[src/rtl/i2c_txn_sched_pkg.sv]
// i2c_txn_sched_pkg
// Shared definitions for the ADT7420 transaction scheduler: FSM state
// encoding (also exported on the ILA probe), bus owner codes, the ADT7420
// address and temperature register pointer, and the byte-count encodings
// understood by the byte-level I2C master.
package i2c_txn_sched_pkg;

  typedef enum logic [2:0] {
    ST_IDLE  = 3'd0,
    ST_ARB   = 3'd1,
    ST_ISSUE = 3'd2,
    ST_WAIT  = 3'd3,
    ST_DONE  = 3'd4,
    ST_ERR   = 3'd5
  } sched_state_t;

  typedef enum logic {
    OWNER_HOST = 1'b0,
    OWNER_POLL = 1'b1
  } owner_t;

  localparam logic [6:0] ADT7420_ADDR     = 7'h48;
  localparam logic [7:0] ADT7420_TEMP_REG = 8'h00;

  localparam logic [1:0] LEN_1 = 2'd1;
  localparam logic [1:0] LEN_2 = 2'd2;

  // The host may write any value into its length field; only 2 means a
  // two-byte access, everything else collapses to a single byte.
  function automatic logic [1:0] norm_len(input logic [1:0] len);
    return (len == 2'd2) ? LEN_2 : LEN_1;
  endfunction

endpackage

[src/rtl/i2c_poll_timer.sv]
// i2c_poll_timer
// Free-running auto-poll interval counter with a sticky request flag.
// Only instantiated when I2C_TXN_SCHED_AUTOPOLL_EN is defined.
//
// Ports:
//   clk       in   scheduler clock
//   rst_n     in   asynchronous active-low reset
//   poll_en   in   counter runs while high, held at 0 while low
//   poll_clr  in   scheduler has finished servicing the pending poll
//   poll_pend out  a poll is owed to the scheduler
module i2c_poll_timer #(
  parameter int POLL_PERIOD = 1_000_000
) (
  input  logic clk,
  input  logic rst_n,
  input  logic poll_en,
  input  logic poll_clr,
  output logic poll_pend
);

  localparam int PW = (POLL_PERIOD > 1) ? $clog2(POLL_PERIOD) : 1;

  logic [PW-1:0] cnt;
  logic          wrap;

  assign wrap = poll_en && (cnt == PW'(POLL_PERIOD - 1));

  // Interval counter: 0..POLL_PERIOD-1, parked at 0 while disabled.
  always_ff @(posedge clk or negedge rst_n) begin
    if (!rst_n) begin
      cnt <= '0;
    end else if (!poll_en || wrap) begin
      cnt <= '0;
    end else begin
      cnt <= cnt + PW'(1);
    end
  end

  // A wrap landing on the same cycle as a clear must win, otherwise a new
  // poll period would be silently lost. Repeated wraps coalesce.
  always_ff @(posedge clk or negedge rst_n) begin
    if (!rst_n) begin
      poll_pend <= 1'b0;
    end else if (wrap) begin
      poll_pend <= 1'b1;
    end else if (poll_clr) begin
      poll_pend <= 1'b0;
    end
  end

endmodule

[src/rtl/i2c_txn_sched.sv]
// i2c_txn_sched
// Shares one byte-level I2C master between host register accesses
// (Opal Kelly wire-in/wire-out) and an optional periodic ADT7420
// temperature poll. Sequences each command, aborts on a completion
// timeout and latches results for host readback and ILA probing.
//
// Build option: define I2C_TXN_SCHED_AUTOPOLL_EN to compile in the poll
// timer and temp/temp_valid logic; otherwise poll_en is ignored and
// temp/temp_valid read as 0.
//
// Ports:
//   FSM_Clk, rst_n                       clock, async active-low reset
//   host_req/rw/reg/wdata/len            host command, rising edge triggers
//   host_busy/done/rdata/err             host status and read data
//   poll_en                              auto-poll enable
//   temp, temp_valid                     last good temperature reading
//   m_start/rw/addr/reg/wdata/len/abort  command interface to the master
//   m_done, m_ack_err, m_rdata           completion from the master
//   state                                FSM state for ILA probe0
module i2c_txn_sched
  import i2c_txn_sched_pkg::*;
#(
  parameter int         POLL_PERIOD = 1_000_000,
  parameter int         TIMEOUT     = 100_000,
  parameter logic [6:0] DEV_ADDR    = ADT7420_ADDR
) (
  input  logic        FSM_Clk,
  input  logic        rst_n,
  input  logic        host_req,
  input  logic        host_rw,
  input  logic [7:0]  host_reg,
  input  logic [7:0]  host_wdata,
  input  logic [1:0]  host_len,
  output logic        host_busy,
  output logic        host_done,
  output logic [15:0] host_rdata,
  output logic        host_err,
  input  logic        poll_en,
  output logic [15:0] temp,
  output logic        temp_valid,
  output logic        m_start,
  output logic        m_rw,
  output logic [6:0]  m_addr,
  output logic [7:0]  m_reg,
  output logic [7:0]  m_wdata,
  output logic [1:0]  m_len,
  output logic        m_abort,
  input  logic        m_done,
  input  logic        m_ack_err,
  input  logic [15:0] m_rdata,
  output logic [7:0]  state
);

  localparam int TW = (TIMEOUT > 1) ? $clog2(TIMEOUT) : 1;

  sched_state_t  cur_state;
  sched_state_t  nxt_state;
  owner_t        owner;

  logic          host_req_q;
  logic          host_edge;
  logic          host_pend;
  logic          hreq_rw;
  logic [7:0]    hreq_reg;
  logic [7:0]    hreq_wdata;
  logic [1:0]    hreq_len;

  logic [TW-1:0] to_cnt;
  logic          to_expired;

  logic          poll_pend;
  logic          poll_clr;

  assign host_edge  = host_req && !host_req_q;
  assign to_expired = (to_cnt == TW'(TIMEOUT - 1));
  assign host_busy  = host_pend || ((owner == OWNER_HOST) && (cur_state != ST_IDLE));
  assign state      = 8'(cur_state);

  // Poll service ends when the scheduler leaves WAIT on a poll transaction,
  // whichever way it leaves.
  assign poll_clr = (cur_state == ST_WAIT) && (owner == OWNER_POLL) && (m_done || to_expired);

`ifdef I2C_TXN_SCHED_AUTOPOLL_EN
  i2c_poll_timer #(
    .POLL_PERIOD (POLL_PERIOD)
  ) u_poll_timer (
    .clk       (FSM_Clk),
    .rst_n     (rst_n),
    .poll_en   (poll_en),
    .poll_clr  (poll_clr),
    .poll_pend (poll_pend)
  );

  // Temperature is captured alongside the WAIT->DONE transition so it is
  // already valid in the DONE cycle. A NACK or timeout keeps the old value
  // but marks it stale.
  always_ff @(posedge FSM_Clk or negedge rst_n) begin
    if (!rst_n) begin
      temp       <= '0;
      temp_valid <= 1'b0;
    end else if ((cur_state == ST_WAIT) && (owner == OWNER_POLL)) begin
      if (m_done) begin
        if (!m_ack_err) begin
          temp       <= m_rdata;
          temp_valid <= 1'b1;
        end else begin
          temp_valid <= 1'b0;
        end
      end else if (to_expired) begin
        temp_valid <= 1'b0;
      end
    end
  end
`else
  logic unused_poll_cfg;

  assign poll_pend       = 1'b0;
  assign temp            = '0;
  assign temp_valid      = 1'b0;
  assign unused_poll_cfg = poll_en & (POLL_PERIOD != 0) & poll_clr;
`endif

  // State register.
  always_ff @(posedge FSM_Clk or negedge rst_n) begin
    if (!rst_n) begin
      cur_state <= ST_IDLE;
    end else begin
      cur_state <= nxt_state;
    end
  end

  // Next-state logic. m_done takes priority over the timeout when both
  // happen in the same cycle; m_done is ignored outside WAIT.
  always_comb begin
    nxt_state = cur_state;
    case (cur_state)
      ST_IDLE:  if (host_pend || poll_pend) nxt_state = ST_ARB;
      ST_ARB:   nxt_state = ST_ISSUE;
      ST_ISSUE: nxt_state = ST_WAIT;
      ST_WAIT: begin
        if (m_done) begin
          nxt_state = ST_DONE;
        end else if (to_expired) begin
          nxt_state = ST_ERR;
        end
      end
      ST_DONE:  nxt_state = ST_IDLE;
      ST_ERR:   nxt_state = ST_IDLE;
      default:  nxt_state = ST_IDLE;
    endcase
  end

  // Strobe outputs decoded from state.
  always_comb begin
    m_start   = 1'b0;
    m_abort   = 1'b0;
    host_done = 1'b0;
    case (cur_state)
      ST_ISSUE: m_start = 1'b1;
      ST_DONE:  host_done = (owner == OWNER_HOST);
      ST_ERR: begin
        m_abort   = 1'b1;
        host_done = (owner == OWNER_HOST);
      end
      default: ;
    endcase
  end

  // Host request capture, arbitration, command registers, timeout counter
  // and host result latching. The owner is decided when leaving IDLE so
  // host_busy is already correct during ARB; results are latched on the
  // WAIT exit edge so they are visible together with host_done.
  always_ff @(posedge FSM_Clk or negedge rst_n) begin
    if (!rst_n) begin
      host_req_q <= 1'b0;
      host_pend  <= 1'b0;
      hreq_rw    <= 1'b0;
      hreq_reg   <= '0;
      hreq_wdata <= '0;
      hreq_len   <= '0;
      owner      <= OWNER_HOST;
      m_rw       <= 1'b0;
      m_addr     <= '0;
      m_reg      <= '0;
      m_wdata    <= '0;
      m_len      <= '0;
      to_cnt     <= '0;
      host_rdata <= '0;
      host_err   <= 1'b0;
    end else begin
      host_req_q <= host_req;

      if (host_edge && !host_busy) begin
        host_pend  <= 1'b1;
        hreq_rw    <= host_rw;
        hreq_reg   <= host_reg;
        hreq_wdata <= host_wdata;
        hreq_len   <= norm_len(host_len);
        host_err   <= 1'b0;
      end

      case (cur_state)
        ST_IDLE: begin
          if (host_pend) begin
            owner <= OWNER_HOST;
          end else if (poll_pend) begin
            owner <= OWNER_POLL;
          end
        end
        ST_ARB: begin
          m_addr <= DEV_ADDR;
          if (owner == OWNER_HOST) begin
            m_rw    <= hreq_rw;
            m_reg   <= hreq_reg;
            m_wdata <= hreq_wdata;
            m_len   <= hreq_len;
          end else begin
            m_rw    <= 1'b1;
            m_reg   <= ADT7420_TEMP_REG;
            m_wdata <= '0;
            m_len   <= LEN_2;
          end
        end
        ST_ISSUE: begin
          to_cnt <= '0;
        end
        ST_WAIT: begin
          if (m_done) begin
            if (owner == OWNER_HOST) begin
              if (m_rw) begin
                host_rdata <= m_rdata;
              end
              host_err  <= m_ack_err;
              host_pend <= 1'b0;
            end
          end else if (to_expired) begin
            if (owner == OWNER_HOST) begin
              host_err  <= 1'b1;
              host_pend <= 1'b0;
            end
          end else begin
            to_cnt <= to_cnt + TW'(1);
          end
        end
        default: ;
      endcase
    end
  end

endmodule

[config.mk]
export PLATFORM = sky130hd
export DESIGN_NAME = i2c_txn_sched
export DESIGN_NICKNAME = d
export VERILOG_FILES = /design/src/rtl/i2c_txn_sched_pkg.sv /design/src/rtl/i2c_poll_timer.sv /design/src/rtl/i2c_txn_sched.sv
export SDC_FILE = /design/constraint.sdc
export NUM_CORES = 1
export LEC_CHECK = 0
export CAP_MARGIN = 20
export CORE_MARGIN = 4
export CORE_UTILIZATION = 43
export DETAILED_ROUTE_END_ITERATION = 7
export GPL_TIMING_DRIVEN = 0
export PLACE_DENSITY = 0.74
export SLEW_MARGIN = 10
export SYNTH_ARGS = -nofsm -noshare
export SYNTH_HDL_FRONTEND = slang
export SYNTH_HIERARCHICAL = 1
export SYNTH_SLANG_ARGS = --single-unit
export TNS_END_PERCENT = 10
[constraint.sdc]
create_clock -name FSM_Clk -period 2.7 [get_ports FSM_Clk]
set_clock_uncertainty 0.2 [all_clocks]
set_input_delay 0.81 -clock FSM_Clk [delete_from_list [all_inputs] [get_ports FSM_Clk]]
set_output_delay 0.81 -clock FSM_Clk [all_outputs]
set_load 0.01 [all_outputs]
==> results.md <==
* Signed area change from the synthesized netlist to the final layout at 35.6%
* Final antenna-violating net count at 0
* Post-layout util at 0.610
* Switching share of power at 0.332
* Worst r2r dst: hreq_reg[1]
* Yosys warns at 6
* Length of the first detailed-routing pass in iterations at 4
* Overall global routing resource usage at 0.171
* Run status: completed
* Max-slew headroom at 0.590
* Logic pwr share at 0.454
* Share of power burned in the clock network at 0.155
* Routed WL at 8520 um
* Combined area of the multi-input logic cells at between 1500 and 2000 um^2
* Detailed placement HPWL at 6180 um
* Mapped cell area at 3750 um^2
* Net switching power of the design at 1.68 mW
* Hold Vio Cnt, Final at 0
* Total gr overflow at 0
* Top-level port count at roughly 110
* Synth unique cells at 54
* Worst-case reg-to-reg path depth at 5
* Share of the clock period used by the worst path at 0.975
* Post-Syn Area per Cell at roughly 12 um^2
* Count of maximum capacitance violations at 0
* Post-route DRC at 0
* Max reg flops at 17
* Internal reg-to-reg setup slack at roughly 0.39 ns
* Maximum number of pins on one net before global-route repair at 65
* Number of H-tree branching levels at 3
* Antenna violations before repair at 0
* Dominant register cell in the synthesized netlist: dfrtp_1
* Vertical die dimension at just over 100 um
* Period minus WS final at around 2.6 ns
* Largest registers: to_cnt x17, host_rdata x16
* CP Data Required Time at between 1.5 and 2 ns
* Overall die area at 10,300 um^2
* FF-to-FF Start: cur_state[1]
* Number of fill cells in the layout at 701
* Number of setup violations in the final report at 0
* Pwr Total at about 5 mW
* Number of buffers added by the clock tree synthesis step at 9
* CTS tree: built
* X dimension of the die at around 100 um
* Portion of total power attributed to sequential cells at 0.391
* Post-CTS Hold Buffers at 0
* Setup CP Type: reg -> out
* Final max-slew violation count at 0
* Arrival time of data at the critical path endpoint at around 1.6 ns
* Clk Tree Root Cell: clkbuf_8
* Category of the worst setup path capture point: output port
* Seq/Total Area, Yosys at 0.521
* Starting density of the core at 0.450
* First DRT Iteration DRCs at about 160
* Top register by number of flip-flops: to_cnt
* Row cnt at 33
* Port-buffer cells at between 80 and 90
* Critical Path Fanout Max at 11
* CP cell instances: or2b_4, buf_8, nor2_2, clkdlybuf4s15_2
* Worst Slack Setup Final at 0.0677 ns
* Total number of vias at about 2,800
* Number of flops mapped to enable cells by yosys at 0
* Setup repair after global routing missed its margin: false
* Number of flip-flops and latches in the synthesized netlist at 78
* Share of post-route cells with drive strength above 1 at 0.283
* Worst path max stage delay at approximately 0.47 ns
* Leak Pwr at 2.28 nW
* Worst IR Drop VDD at 0.000378 V
* Via density per instance at 5.10
* Antenna Cells at 0
* Clock buffer depth at 2
* Routability cong. at 0.892
* Number of instances in the synthesized netlist at 309
* Vias in the first global route at roughly 2,800
* Clock sinks at 78
* Slew at the pin closest to its max-slew limit at ~0.61 ns
* Placeable Area at 8340 um^2
* Net count reported at finish at ~480
* Power density over the cells at roughly 1000 nW/um^2
* Internal cell power at approximately 3.4 mW
* Footprint of the flip-flops and latches at around 2000 um^2
* Routed WL per cell at around 16 um
* Share of synthesized registers carrying an async set or reset at 1.00
* Hold Path Class: in -> async
* Wire length of the first global-routing pass at between 10,000 and 15,000 um
* Worst-case setup slack after placement at -0.598 ns
* Latest clock arrival within the worst-skew pair at about 0.34 ns
* Worst Setup Start Kind: flip-flop
* Clock transition at the registers of the reported paths at 0.08 ns
* Fmax achieved at between 300 and 400 MHz
* Library cell contributing the largest single delay on the critical path: dfrtp_2
cell type report:
cell class,count,area share
flip-flops and latches,78,0.384
clock inverters,5,0.00665
well taps,105,0.0258
plain buffers,44,0.0650
repair buffers,88,0.174
inverters,3,0.00222
clock buffers,11,0.0278
multi-input cells,209,0.315
synth_stat cells, drive strengths merged, types with 2 or more instances:
cell type	count	area share
a21o	2	0.0040
a21oi	6	0.0080
a22o	4	0.0093
a31oi	2	0.0033
a41oi	2	0.0067
and2	4	0.0067
and3	3	0.0050
buf	32	0.065
clkbuf	13	0.013
dfrtp	78	0.52
inv	3	0.0030
mux2	56	0.18
nand2	22	0.022
nand3	12	0.016
nand4	8	0.013
nor2	10	0.010
nor2b	2	0.0033
nor3	2	0.0027
nor3b	6	0.013
nor4	5	0.0083
nor4bb	2	0.0053
o211ai	8	0.016
o311ai	2	0.0047
or4	2	0.0050
cell usage in the layout, fill, tap and decap left out, drive strengths merged, types with 2 or more instances in the layout:
cell type,instances
a41oi,2
and2,4
clkdlybuf4s50,79
nor3,2
a21oi,6
clkdlybuf4s15,2
mux2,56
and3,3
a22o,4
o211ai,8
inv,4
nor4bb,2
dfrtp,78
a21o,2
nand4,8
nor2,10
nor2b,2
nand2,22
o311ai,2
nor4,5
nand3,12
a31oi,2
clkbuf,22
buf,40
clkinv,2
nor3b,6
or4,2
clkinvlp,2
conb,27
critical path, delay by kind of cell, from the launching register on:
family        cells  cell delay, ns
buf+inv           2            0.39
flops             1            0.47
simple gates      2            0.42
through the flow:
step | cell area [um^2] | cells | setup TNS, ns | hold WS, ns
2_1_floorplan | 3850 | 335 | 0 | 0.244
3_3_place_gp | 4810 | 523 | -167.04 | 0.255
3_5_place_dp | 4830 | 524 | -1.08 | 0.277
4_1_cts | 5080 | 543 | -0.0262 | 0.111
5_1_grt | 5080 | 543 | 0 | 0.123
6_report | 5080 | 543 | 0 | 0.121
worst max path at each step:
stage | from | endpoint | slack (ns) | cells past startpoint
after global placement | rst_n | hreq_wdata[7] | -2.13 | 1
after global routing | cur_state[1] | host_done | 0.003 | 3
final | cur_state[2] | m_start | 0.07 | 4
after CTS | cur_state[1] | host_busy | -0.03 | 3
after floorplan | cur_state[0] | m_abort | 0.27 | 4
after detailed placement | cur_state[0] | m_abort | -0.60 | 5
power groups by stage:
stage	logic [mW]	clock network [mW]	registers [mW]
floorplan	1.12	0	2.08
global placement	2.14	0	1.99
detailed placement	2.19	0	2.02
CTS	2.32	0.808	1.99
global route	2.49	0.856	2.06
finish	2.31	0.787	1.98
what timing repair did:
item / 4_1_cts / 5_1_grt
pin swaps: 0 / 0
hold endpoints to repair: 0 / 0
gates resized for setup: 21 / 5
setup endpoints to repair: 3 / 3
setup buffers: 4 / 0
kinds of logic (layout without fill, tap and decap cells):
logic type	count (synthesis)	count (layout)	share of synthesized area
and+or+nand+nor	89	89	0.135
DFF	78	78	0.521
muxes	56	56	0.184
buffers and inverters	48	151	0.0807
AOI/OAI and AO/OA	36	36	0.0751
adders and majority gates	1	1	0.00334
other	1	27	0.00100
per-layer routing:
layer | track usage | routed length (um)
met5 | 0 | 0
met3 | 0.0324 | 661
met2 | 0.280 | 4110
met4 | 0.0706 | 130
met1 | 0.224 | 3620
Power figures use the tool's default switching activity.
==> RTL edit 1: new RTL, same settings <==
Add a define of `I2C_TXN_SCHED_AUTOPOLL_EN`.
--- a/src/rtl/i2c_txn_sched.sv
+++ b/src/rtl/i2c_txn_sched.sv
@@ -19,2 +19,4 @@
 //   state                                FSM state for ILA probe0
+`define I2C_TXN_SCHED_AUTOPOLL_EN
+
 module i2c_txn_sched
Check against the original RTL: no difference found for any inputs over 10 cycles, from zero or initial values and one cycle with rst_n low; that may be too few to reach the edited logic, so the function may still have changed.
==> RTL edit 1 against the unedited design <==
Worst setup slack better by 0.0054 ns. Synthesized area up 41%. Sequential cell count up 39. Total power up 30%. Design area up 41%. Largest cell class unchanged. Highest routed layer unchanged. Register-to-register slack worse by 0.09 ns. Routed wire length up 42%.
==> RTL edit 1: results (changes against the unedited design) <==
| Metric | Value |
|---|---|
| CTS Buf Count | `17 (+8)` |
| Largest registers | `u_poll_timer/cnt x20, to_cnt x17` |
| Switching Share | `29.6% (-3.6 points)` |
| XOR/XNOR Fraction of Synth Area | `2.48% (+2.5 points)` |
| Hold slack | `0.163 ns (+0.0423 ns)` |
| # H-tree levels | `4 (+1)` |
| R2r startpoint | `u_poll_timer/cnt[0]` |
| Initial DRC count | `241 (+50%)` |
| Via count | `3991 (+44%)` |
| TritonRoute pass-1 iters | `5 (+1)` |
| Layout cells sized above 1 | `22.0% (-6.3 points)` |
| Clk slew on worst S/H paths | `0.05 ns (-0.03 ns)` |
| Root Driver | `clkbuf_16` |
| Post-synthesis sequential area ratio | `55.4% (+3.3 points)` |
| Cts repair resizes | `25 (+19%)` |
| Worst-skew pair later-pin latency | `0.41 ns (+0.07 ns)` |
| Largest net degree at the start of global routing | `61 (-6.2%)` |
| Layout fillers | `983 (+40%)` |
| Hpwl dp | `8.55 mm (+38%)` |
| Commonest cells post-synth | `dfrtp_1, mux2_2, nand2_1, nor2_1, o21ai_0` |
| GP Congestion | `0.799 (-10%)` |
| Outcome | `finished clean` |
| Flop2flop setup slack | `0.30 ns (-0.09 ns)` |
| Total Routing Usage GR | `18.2% (+1.1 points)` |
| Drt total wl | `12.1 mm (+42%)` |
| Synth Area in Compound Gates | `8.82% (+1.3 points)` |
| Post-synthesis adder-cell area fraction | `0.473% (+0.14 points)` |
| CP startpoint | `cur_state[1]` |
| CP Max Fanout | `10 (-1)` |
RTL edit 1: changes by cell type in the layout (fill, tap and decap cells not counted), moves of 13 or more:
| cell | change |
|---|---|
| clkbuf_16 | +17 |
| mux2_4 | -16 |
| clkdlybuf4s50_1 | +17 |
| nor2_1 | +21 |
| dfrtp_1 | +37 |
| nand2_1 | +15 |
| nand2b_1 | +17 |
| a21oi_1 | +13 |
| conb_1 | -17 |
| buf_4 | -17 |
| o21ai_0 | +29 |
RTL edit 1: layer usage:
metal | track usage, % | vias up | routed length, µm | part of all wire (%)
met5 | 0 | - | 0 | 0
met4 | 7.46 | 0 | 192 | 1.6
met3 | 5.98 | 17 | 594 | 4.9
met2 | 30.5 | 96 | 6240 | 51
met1 | 21.5 | 1982 | 5100 | 42
li1 | - | 1896 | - | -
RTL edit 1: cell type report:
type	count	area share [%]
inverters	12	0.629
plain buffers	31	2.99
multi-input cells	314	30.6
repair buffers	103	14.5
clock buffers	19	6.19
flip-flops and latches	117	41.0
clock inverters	12	1.57
well taps	147	2.57
RTL edit 1: power groups by stage:
stage	combinational, µW	sequential (µW)	clock, µW
detailed placement	1900	2520	0
global placement	1840	2500	0
floorplan	839	2600	0
global route	2140	2570	2260
finish	1960	2510	2130
CTS	1980	2510	2180
RTL edit 1: through the flow:
step | util (%) | TNS (ns) | setup slack [ns] | total power, µW
after floorplan | - | 0 | 0.322 | 3440
after CTS | 59.6 | -0.203 | -0.203 | 6670
after global routing | 59.6 | 0 | 0.0118 | 6970
after detailed placement | 54.5 | -0.934 | -0.467 | 4420
final | 59.6 | 0 | 0.0731 | 6600
after global placement | 54.3 | -446.05 | -3.81 | 4340
RTL edit 1: critical path, cell delays in order (launching register included):
cell,delay [ns]
dfrtp_2,0.48
buf_4,0.20
nor3b_2,0.23
dlygate4sd2_1,0.30
==> RTL edit 2: new RTL, config.mk and constraints unchanged <==
Without the edit above. Put one more register stage on the output `host_err`, with the module's reset. The value now appears one clock later. The other outputs are not delayed to match.
--- a/src/rtl/i2c_txn_sched.sv
+++ b/src/rtl/i2c_txn_sched.sv
@@ -55,2 +55,4 @@
 
+  logic host_err_s0;
+
   sched_state_t  cur_state;
@@ -188,3 +190,3 @@
       host_rdata <= '0;
-      host_err   <= 1'b0;
+      host_err_s0 <= 1'b0;
     end else begin
@@ -198,3 +200,3 @@
         hreq_len   <= norm_len(host_len);
-        host_err   <= 1'b0;
+        host_err_s0 <= 1'b0;
       end
@@ -232,3 +234,3 @@
               end
-              host_err  <= m_ack_err;
+              host_err_s0 <= m_ack_err;
               host_pend <= 1'b0;
@@ -237,3 +239,3 @@
             if (owner == OWNER_HOST) begin
-              host_err  <= 1'b1;
+              host_err_s0 <= 1'b1;
               host_pend <= 1'b0;
@@ -249,2 +251,10 @@
 
+  always_ff @(posedge FSM_Clk or negedge rst_n) begin
+    if (!rst_n) begin
+      host_err <= '0;
+    end else begin
+      host_err <= host_err_s0;
+    end
+  end
+
 endmodule
Formal check against the unedited RTL: not equivalent (a bounded check fails within 10 cycles, from zero or initial values and one cycle with rst_n low).
==> RTL edit 2 against the unedited design <==
Worst setup slack worse by 0.0062 ns. Largest cell class unchanged. Global-route usage down 0.77 points. Sequential power down 4%. Register-to-register slack worse by 0.06 ns. Routed wire length down 6.3%. Synthesized area down 1.3%. Fmax down 0.24%. Sequential cell count up 1. Design area down 1.8%. Total power down 6.2%. Largest power group unchanged.
==> RTL edit 2: results (changes against the unedited design) <==
| Metric | Value |
|---|---|
| Outcome | `finished clean` |
| Post-synthesis sequential area ratio | `53.4% (+1.3 points)` |
| TritonRoute pass-1 iters | `5 (+1)` |
| GR Util met1 | `21.4% (-1.0 points)` |
| Synth Area in Compound Gates | `7.13% (-0.38 points)` |
| Tmin final | `2.64 ns (+0.00622 ns)` |
| Pre-CTS WS | `0.0859 ns (+0.684 ns)` |
| Layout fillers | `684 (-2.4%)` |
| Global-route wire length before repair | `13.2 mm (-4.9%)` |
| Non-clk buf share | `23.2% (-0.63 points)` |
| Area growth, synth to finish | `34.8%` |
| Post-synthesis adder-cell area fraction | `0.338% (+0.0043 points)` |
| Dpl cells | `517 (-1.3%)` |
| Flop2flop setup slack | `0.33 ns (-0.06 ns)` |
| Cts repair resizes | `9 (-57%)` |
| Post-synthesis mux area share | `18.5% (+0.10 points)` |
| Total Routing Usage GR | `16.3% (-0.77 points)` |
| CP Max Fanout | `8 (-3)` |
| Multi-input combinational cell count | `193 (-7.7%)` |
| Initial DRC count | `129 (-20%)` |
| Slowest stage delay, CP | `0.55 ns (+0.08 ns)` |
| Largest net degree at the start of global routing | `53 (-18%)` |
| Synth Instances | `302 (-2.3%)` |
| Metal3 WL | `591 µm (-11%)` |
| GR Layer Usage met3 | `3.81% (+0.57 points)` |
| FFs & Latches | `79 (+1.3%)` |
| DR WL met2 | `3.75 mm (-8.7%)` |
| Multi-input logic area | `1480 µm² (-7.7%)` |
| Seq/total area | `39.6% (+1.2 points)` |
| Top cells by area, synth | `dfrtp_1, mux2_2, mux2_4` |
| Layout cells sized above 1 | `26.8% (-1.5 points)` |
| Worst vdd ir | `606 µV (+60%)` |
| Cell variety after synth | `50 (-7.4%)` |
| R2R Path End | `hreq_wdata[7]` |
| Commonest cells post-synth | `dfrtp_1, mux2_2, buf_4, inv_1, mux2_4` |
| Worst-skew pair later-pin latency | `0.36 ns (+0.02 ns)` |
| Metal1 wirelength | `3.54 mm (-2.2%)` |
| Setup bufs post-CTS | `2 (-2)` |
| Placed Area | `4790 µm² (-0.98%)` |
| Hpwl dp | `5.75 mm (-6.8%)` |
| Relative slew slack | `62.5% (+3.5 points)` |
| Critical path endpoint | `host_done` |
| Drt total wl | `7.98 mm (-6.3%)` |
==> RTL edit 2: changes by cell type in the layout (fill, tap and decap cells not counted), sizes merged, moves of 3 or more <==
cell,unedited run,this run
a22o,4,1
a31oi,2,5
clkbuf,22,15
inv,4,20
mux2,56,52
mux2i,0,4
nand2,22,9
nand3,12,7
nor3,2,9
nor3b,6,2
o211ai,8,4
o21ai,1,10
==> RTL edit 2: per-stage QoR <==
| stage | TNS [ns] | hold WS (ns) | utilization (%) |
|---|---|---|---|
| global placement | -165.09 | 0.165 | 57.4 |
| finish | 0 | 0.174 | 60.1 |
| CTS | 0 | 0.175 | 60.2 |
| global route | 0 | 0.187 | 60.1 |
| floorplan | 0 | 0.154 | - |
| detailed placement | 0 | 0.170 | 57.7 |
==> RTL edit 2: power by group <==
part           internal [µW]  switching [µW]  total (µW)  leakage (µW)
Sequential              1650             249        1900      0.000982
Combinational           1210             808        2020       0.00116
Clock                    354             492         846     0.0000940
Total                   3220            1550        4770       0.00224
